**src/rtl/mod_acc_frm_pkg.sv**
```systemverilog
// Shared types and constants for the mod_acc list-framing transmitter.
// Widths and modulus for every file in this block are defined here.
package mod_acc_frm_pkg;

  localparam int OP_W      = 33;
  localparam int SIDE_W    = 8;
  localparam int LEN_W     = 4;
  localparam int CMD_DEPTH = 4;

  // 2**OP_W - 2**(OP_W/2) + 1; must exceed 2**(OP_W-1) so one subtract reduces any operand
  localparam logic [OP_W-1:0] MOD_M =
    OP_W'((64'd1 << OP_W) - (64'd1 << (OP_W / 2)) + 64'd1);

  typedef enum logic {
    IDLE = 1'b0,
    SEND = 1'b1
  } frm_state_e;

  typedef struct packed {
    logic [LEN_W-1:0]  len;
    logic [SIDE_W-1:0] side;
  } frm_cmd_t;

  function automatic logic [OP_W-1:0] mod_reduce(input logic [OP_W-1:0] op);
    return (op >= MOD_M) ? op - MOD_M : op;
  endfunction

endpackage

```
**src/rtl/mod_acc_frm_cmd_fifo.sv**
```systemverilog
// Synchronous command FIFO with head read; no write bypass, so a full FIFO
// refuses a push even when a pop happens in the same cycle.
module mod_acc_frm_cmd_fifo
  import mod_acc_frm_pkg::*;
#(
  parameter int DEPTH = 4
) (
  input  logic     clk,
  input  logic     rst,
  input  logic     push,
  input  frm_cmd_t push_cmd,
  input  logic     pop,
  output frm_cmd_t head,
  output logic     empty,
  output logic     full
);

  localparam int AW = $clog2(DEPTH);

  logic [AW:0] wr_ptr;
  logic [AW:0] rd_ptr;
  frm_cmd_t    mem [DEPTH];
  logic        do_push;
  logic        do_pop;

  // Extra pointer MSB distinguishes full from empty when indices match
  assign empty   = (wr_ptr == rd_ptr);
  assign full    = (wr_ptr[AW] != rd_ptr[AW]) && (wr_ptr[AW-1:0] == rd_ptr[AW-1:0]);
  assign do_push = push && !full;
  assign do_pop  = pop && !empty;
  assign head    = mem[rd_ptr[AW-1:0]];

  always_ff @(posedge clk or posedge rst) begin
    if (rst) begin
      wr_ptr <= '0;
      rd_ptr <= '0;
    end else begin
      if (do_push) wr_ptr <= wr_ptr + 1'b1;
      if (do_pop)  rd_ptr <= rd_ptr + 1'b1;
    end
  end

  always_ff @(posedge clk) begin
    if (do_push) mem[wr_ptr[AW-1:0]] <= push_cmd;
  end

endmodule

```
**src/rtl/mod_acc_frm.sv**
```systemverilog
// Frames operands into the avail/sol/eol/side list stream consumed by mod_acc.
// Optional macro MOD_ACC_FRM_STATS_EN adds the stat_list_cnt completed-list counter.
module mod_acc_frm
  import mod_acc_frm_pkg::*;
(
  input  logic              clk,
  input  logic              a_rst,
  input  logic              cmd_vld,
  output logic              cmd_rdy,
  input  logic [LEN_W-1:0]  cmd_len,
  input  logic [SIDE_W-1:0] cmd_side,
  input  logic              data_vld,
  output logic              data_rdy,
  input  logic [OP_W-1:0]   data_op,
  output logic              out_avail,
  output logic [OP_W-1:0]   out_op,
  output logic              out_sol,
  output logic              out_eol,
  output logic [SIDE_W-1:0] out_side,
  output logic              busy,
`ifdef MOD_ACC_FRM_STATS_EN
  output logic [31:0]       stat_list_cnt,
`endif
  output logic              err_len0
);

  // Handshakes: a transfer happens on a rising clk edge where valid & ready are both 1;
  // ready never depends on valid, and a producer may hold valid high across stalls.

  frm_state_e        state, state_nxt;
  frm_cmd_t          head;
  logic              empty, full;
  logic              cmd_pop, load, set_err, accept, last;
  logic [LEN_W-1:0]  cur_len;
  logic [SIDE_W-1:0] cur_side;
  logic [LEN_W-1:0]  cnt;

  mod_acc_frm_cmd_fifo #(.DEPTH(CMD_DEPTH)) u_cmd_fifo (
    .clk      (clk),
    .rst      (a_rst),
    .push     (cmd_vld),
    .push_cmd ('{len: cmd_len, side: cmd_side}),
    .pop      (cmd_pop),
    .head     (head),
    .empty    (empty),
    .full     (full)
  );

  assign cmd_rdy  = !full;
  assign data_rdy = (state == SEND);
  assign busy     = (state == SEND) || !empty;

  always_comb begin
    state_nxt = state;
    cmd_pop   = 1'b0;
    load      = 1'b0;
    set_err   = 1'b0;
    accept    = 1'b0;
    last      = 1'b0;
    case (state)
      IDLE: begin
        if (!empty) begin
          cmd_pop = 1'b1;
          if (head.len == '0) begin
            set_err = 1'b1;
          end else begin
            load      = 1'b1;
            state_nxt = SEND;
          end
        end
      end
      SEND: begin
        accept = data_vld;
        last   = (cnt == cur_len - LEN_W'(1));
        // Chain straight into the next queued list so back-to-back lists have no bubble
        if (accept && last) begin
          if (!empty) begin
            cmd_pop = 1'b1;
            if (head.len == '0) begin
              set_err   = 1'b1;
              state_nxt = IDLE;
            end else begin
              load = 1'b1;
            end
          end else begin
            state_nxt = IDLE;
          end
        end
      end
      default: state_nxt = IDLE;
    endcase
  end

  always_ff @(posedge clk or posedge a_rst) begin
    if (a_rst) begin
      state    <= IDLE;
      cur_len  <= '0;
      cur_side <= '0;
      cnt      <= '0;
      err_len0 <= 1'b0;
    end else begin
      state <= state_nxt;
      if (load) begin
        cur_len  <= head.len;
        cur_side <= head.side;
        cnt      <= '0;
      end else if (accept) begin
        cnt <= cnt + 1'b1;
      end
      if (set_err) err_len0 <= 1'b1;
    end
  end

  // Output register: payload fields hold their last value when nothing is accepted
  always_ff @(posedge clk or posedge a_rst) begin
    if (a_rst) begin
      out_avail <= 1'b0;
      out_op    <= '0;
      out_sol   <= 1'b0;
      out_eol   <= 1'b0;
      out_side  <= '0;
    end else begin
      out_avail <= accept;
      if (accept) begin
        out_op   <= mod_reduce(data_op);
        out_sol  <= (cnt == '0);
        out_eol  <= last;
        out_side <= cur_side;
      end
    end
  end

`ifdef MOD_ACC_FRM_STATS_EN
  always_ff @(posedge clk or posedge a_rst) begin
    if (a_rst) begin
      stat_list_cnt <= '0;
    end else if (out_avail && out_eol) begin
      stat_list_cnt <= stat_list_cnt + 32'd1;
    end
  end
`endif

endmodule
```
**config.mk**
```make
export PLATFORM = sky130hd
export DESIGN_NAME = mod_acc_frm
export DESIGN_NICKNAME = d
export VERILOG_FILES = /design/src/rtl/mod_acc_frm_pkg.sv /design/src/rtl/mod_acc_frm_cmd_fifo.sv /design/src/rtl/mod_acc_frm.sv
export SDC_FILE = /design/constraint.sdc
export NUM_CORES = 1
export LEC_CHECK = 0
export CORE_UTILIZATION = 35
export DETAILED_ROUTE_END_ITERATION = 12
export PLACE_DENSITY_LB_ADDON = 0.12
export SLEW_MARGIN = 20
export SYNTH_ARGS = -nofsm -noshare
export SYNTH_HDL_FRONTEND = slang
export SYNTH_SLANG_ARGS = --single-unit
```
**constraint.sdc**
```tcl
create_clock -name clk -period 6.4 [get_ports clk]
set_input_delay 1.28 -clock clk [delete_from_list [all_inputs] [get_ports clk]]
set_output_delay 1.28 -clock clk [all_outputs]
set_load 0.01 [all_outputs]
```
After elaboration in Yosys (flattened, before gate mapping)
Memories as Yosys holds them, arrays and structs flattened.
Index checks and enable logic that the tools add are counted.
{ "totals": {"regBits": 68, "mem_bits_rw": 48, "out_inout_bits": 48, "wordCells": 54, "n_memories": 1} }
{ "op_classes": {"addsub": 5, "order_cmp": 1, "eq_ne": 4, "muxes": 20, "n_bitwise": 1, "n_reduce_logical": 10} }
{ "memory_table": {"columns": ["memory", "depth", "width", "rd", "rd_clocked_by_memory_dff", "wr", "line", "source"], "rows": [
  ["u_cmd_fifo.mem", 4, 12, 1, 0, 1, "mod_acc_frm_cmd_fifo.sv:22", "frm_cmd_t mem [DEPTH];"]
]} }
{ "ops": {"columns": ["op", "n"], "rows": [
  [">= comparator 33 bit, second input constant", 1],
  ["two-way mux 33 bit", 1],
  ["subtractor 33 bit, second input constant", 1],
  ["two-way mux 1 bit", 13],
  ["logical NOT 4 bit", 2],
  ["two-way mux 4 bit", 2],
  ["one-hot mux 1 bit (2 select lines)", 4],
  ["adder 3 x 1 -> 3 bit, second input constant", 2],
  ["adder 4 x 1 -> 4 bit, second input constant", 1],
  ["equality test 4 bit", 1],
  ["logical AND 1 bit", 4],
  ["subtractor 4 x 1 -> 4 bit, second input constant", 1],
  ["equality test 3 bit", 1],
  ["equality test 2 bit", 1],
  ["logical NOT 1 bit", 2],
  ["nonzero test 2 bit", 1],
  ["logical OR 1 bit", 1],
  ["inequality test 1 bit", 1],
  ["inverter 1 bit", 1]
]} }

Longest topological paths before layout
An unclocked memory read counts as a cell.
{ "depth": {"ltp_word": 7, "ltp_mapped": 9, "mapped_depth_nobuf": 7} }

Cells and area by module
A second synthesis with hierarchy kept.
{ "unflattened": {"cells_unflattened": 433, "area_unflattened_um2": 5383.9} }
{ "modules_own_cells": {"columns": ["module", "n_inst", "cells_per_inst", "area_per_inst_um2", "seq_area_each_um2"], "rows": [
  ["mod_acc_frm", 1, 320, 3131.8, 1551.5],
  ["mod_acc_frm_cmd_fifo", 1, 113, 2252.2, 1591.5]
]} }

Worst setup path after synthesis
OpenSTA, ideal clock, no wires.
{ "synth_timing": {"path_type": "input -> register", "from": "input port data_op[19]", "to": "register out_op[10]", "setup_time_ns": 0.082, "arrival_time_ns": 2.852, "required_ns": 6.318, "slack_ns": 3.466, "path_stages": 6, "path_cell_list": "nand4_1 > or4_1 > or3_1 > buf_2 > or3_1 > a31oi_1"} }
{ "synth_between": {"elab_chain_cells": 2} }
{ "synth_lines": {"columns": ["item", "line", "source"], "rows": [
  ["start, declared", "mod_acc_frm.sv:14", "input logic [OP_W-1:0] data_op,"],
  [">= comparator 33 bit", "mod_acc_frm_pkg.sv:25", "return (op >= MOD_M) ? op - MOD_M : op;"],
  ["two-way mux 33 bit", "mod_acc_frm_pkg.sv:25", null],
  ["end signal, assigned", "mod_acc_frm.sv:125", "out_op <= mod_reduce(data_op);"],
  ["end, declared", "mod_acc_frm.sv:16", "output logic [OP_W-1:0] out_op,"]
]} }
No other way between the ends.
A chain may end at the register's enable or synchronous reset.

Final worst setup path
{ "layout_timing": {"from": "register u_cmd_fifo.rd_ptr[0]", "to": "output port busy"} }
{ "layout_between": {"elab_chain_cells": 3} }
{ "layout_lines": {"columns": ["item", "line", "source"], "rows": [
  ["start, declared", "mod_acc_frm_cmd_fifo.sv:21", "logic [AW:0] rd_ptr;"],
  ["start signal, assigned", "mod_acc_frm_cmd_fifo.sv:39", "if (do_pop) rd_ptr <= rd_ptr + 1'b1;"],
  ["equality test 3 bit", "mod_acc_frm_cmd_fifo.sv:27", "assign empty = (wr_ptr == rd_ptr);"],
  ["logical NOT 1 bit", "mod_acc_frm.sv:51", "assign busy = (state == SEND) || !empty;"],
  ["logical OR 1 bit", "mod_acc_frm.sv:51", null],
  ["end, declared", "mod_acc_frm.sv:20", "output logic busy,"]
]} }
No other way between the ends.

==> summary.md <==
| Metric | Value |
|---|---|
| Status | `finished clean` |
| Vias per Instance | `~5.0` |
| Port bufs | `96` |
| CTS tree | `yes` |
| Clock period minus worst slack | `about 3.8 ns` |
| Cells after Synth | `approximately 380` |
| Total Routing Usage GR | `0.157` |
| Die Height | `roughly 120 um` |
| Final net count | `539` |
| Setup ws final | `around 2.6 ns` |
| WS Path Type | `reg -> out` |
| Dpl ws | `2.41 ns` |
| Clock Latency Late Sink | `0.40 ns` |
| Hold/Removal Path Class | `reg -> reg` |
| Synth async-reset ratio | `0.586` |
| Worst flop-to-flop path startpoint | `u_cmd_fifo.rd_ptr[0]` |
| Starting Density | `0.362` |
| Crit path buffers/inverters | `1` |
| HP Start | `err_len0` |
| Seq cells post-synth | `116` |
| Share of cells above drive strength 1 | `0.108` |
| Layout fillers | `around 1,300` |
| LEAKAGE | `2.68 nW` |
| Tcrit/Tclk final | `0.594` |
| Worst-path fanout max | `15` |
| Final Hold Fails | `0` |
| Top FF cell, synth | `dfrtp_1` |
| Root Driver | `clkbuf_16` |
| RSZ-0062 raised after global routing | `no` |
| Top delay family on crit path | `flip-flops` |
| Vias in the first global route | `3,553` |
| Die ar. | `14,900 sq um` |
| Drt drc | `0` |
| CTS Buf Count | `17` |
| EDFF count, synth | `48` |
| CTS Sinks | `116` |
| Final design utilization | `0.482` |
| Diodes inserted | `0` |
| CP max stage cell | `dfrtp_1` |
| WP data arrival | `2.52 ns` |
| Netlist Area Pre-Place | `5060 sq um` |
| Clock slew at reported path FFs | `0.05 ns` |
| Critical Path Source | `u_cmd_fifo.rd_ptr[0]` |
| Max-cap violations | `0` |
| Post-CTS Resized | `0` |
| # setup viols final | `0` |
| Postcts setup bufs | `0` |
| Largest net degree at the start of global routing | `69` |
| Std-Cell Rows | `43` |
| Worst Setup End Kind | `primary output` |
| First-pass GRT wire length | `~18 mm` |
| Slowest cell delay on critical path | `0.85 ns` |
| Setup TNS Final | `0 ns` |
| Hpwl dp | `7.31 mm` |
| H-tree levels | `4` |
| Synth unique cells | `40` |
| Actual slew at the worst max-slew pin | `0.981 ns` |
| Area growth syn-to-layout | `33.4%` |
| Grt ovf | `0` |
| Via count | `3,364` |
| Final wirelength | `10.9 mm` |
| Register area share after synthesis | `0.621` |
| Area of the multi-input gates | `1770 sq um` |
| Number of primary I/O pins | `between 90 and 100` |
| Clk buf depth | `2` |
| PD cells | `405 nW/um^2` |
| Cell Chain, Critical Path | `xor2_1, nor3_1, nand2_1, clkdlybuf4s50_1` |
| Iter 0 DRT Violations | `approximately 130` |
| Final ANT Viol Nets | `0` |
| VDD IR max | `0.191 mV` |
| Seq. cell area | `3140 sq um` |
| Final Max Tran Viols | `0` |
| Final Skew | `between 0.005 and 0.006 ns` |
| Power Total | `0.00274 W` |
| Rel. slew slack | `0.343` |
| Drt pass-1 iters | `4` |
| Max Clock Freq | `between 200 and 300 MHz` |
| # placed instances | `about 640` |
| Critical path launch point type | `flop` |
| Mean area per synthesized cell | `13.5 sq um` |
| Post-route insts no fill | `673` |
| RD Place Congestion | `0.833` |
| Area of the core | `14,000 sq um` |
| Yosys warns | `0` |
| Initial antenna violation count | `0` |
| CP required | `roughly 5.1 ns` |
| Die Span X | `122 um` |
| Net count after synthesis | `435` |
| WL/cell | `16.2 um` |
| CTS Hold Bufs | `0` |
routing by layer:
layer	global-route usage	wire length (um)	vias up
met2	0.262	5290	92
met5	0	0	-
li1	-	-	1626
met1	0.188	4830	1630
met3	0.0441	583	16
met4	0.0694	185	0
registers in the layout, indices dropped and copies added (netlist names):
register,flops
out_sol,1
cur_side,8
out_eol,1
u_cmd_fifo.mem,48
cur_len,4
out_op,33
cnt,4
u_cmd_fifo.wr_ptr,3
data_rdy,1
out_side,8
out_avail,1
err_len0,1
u_cmd_fifo.rd_ptr,3
per-stage QoR:
stage	instance area, sq um	hold slack [ns]
3_5_place_dp	6180	0.456
5_1_grt	6750	0.490
6_report	6750	0.466
3_3_place_gp	6180	0.454
2_1_floorplan	5060	0.435
4_1_cts	6750	0.470
worst register-to-register path: stages, from the launching register on:
cell and delay (ns):
dfrtp_1 0.85, xor2_1 0.29, nor3_1 0.15, o41ai_4 0.54, nor2b_1 0.19, buf_4 0.24, mux2_2 0.37
area by class of cell:
class	count	area share
multi-input cells	230	0.262
well taps	180	0.0334
inverters	15	0.00834
clock inverters	10	0.0119
repair buffers	100	0.147
flip-flops and latches	116	0.466
clock buffers	22	0.0719
cell families (layout without fill, tap and decap cells):
| group | count (synthesis) | in the layout | synth area share |
|---|---|---|---|
| AND/OR/NAND/NOR | 118 | 118 | 0.116 |
| flip-flops | 116 | 116 | 0.621 |
| AO/OA/AOI/OAI | 62 | 62 | 0.0905 |
| buffers and inverters | 30 | 147 | 0.0292 |
| multiplexers | 23 | 23 | 0.0890 |
| XOR/XNOR | 17 | 17 | 0.0294 |
| adder cells (fa/ha/maj) | 10 | 10 | 0.0247 |
synth_stat cells (all sizes together), types with 3 or more instances:
library cell,count,share of area
dfrtp,68,0.34
edfxtp,48,0.28
nand2,44,0.033
nor2,23,0.017
a22o,18,0.031
a31oi,16,0.021
o21ai,15,0.015
inv,14,0.010
mux4,12,0.062
or3,12,0.015
mux2,11,0.027
clkbuf,10,0.0074
ha,10,0.025
xor2,9,0.016
nor3,8,0.0079
xnor2,8,0.014
or4,7,0.011
nand4,6,0.0074
buf,5,0.011
nand3,5,0.0049
o31ai,5,0.0074
and3,4,0.0049
o41ai,4,0.011
nor4,3,0.0067
or2,3,0.0037
final timing paths:
path	to	slack (ns)	cells past startpoint
max in group asynchronous	out_op[22]	4.36	3
hold / removal	err_len0	0.47	1
min in group asynchronous	out_op[8]	1.44	3
hold reg to reg	err_len0	0.47	1
setup / recovery	busy	2.60	4
setup reg to reg	cur_side[5]	3.66	6
cell usage in the layout, fill, tap and decap left out, drive strengths merged, types with 3 or more instances in the layout:
master	Yosys	layout
nand3	5	5
nand4	6	6
and3	4	4
o41ai	4	4
edfxtp	48	48
mux4	12	12
or3	12	12
inv	14	14
mux2	11	11
xnor2	8	8
a22o	18	18
or2	3	3
or4	7	7
dfrtp	68	68
nor4	3	3
clkdlybuf4s50	0	96
clkbuf	10	22
o21ai	15	15
o31ai	5	5
xor2	9	9
buf	5	4
nand2	44	44
nor3	8	8
clkinv	1	8
a31oi	16	16
ha	10	10
nor2	23	23
where the power goes:
part | total, W | switching [W] | internal [W] | leakage, nW
clock network | 0.000887 | 0.000316 | 0.000571 | 0.280
logic | 0.000733 | 0.000349 | 0.000385 | 1.13
registers | 0.00111 | 0.000136 | 0.000979 | 1.26
Note: power is estimated with default switching activity, not from simulation.
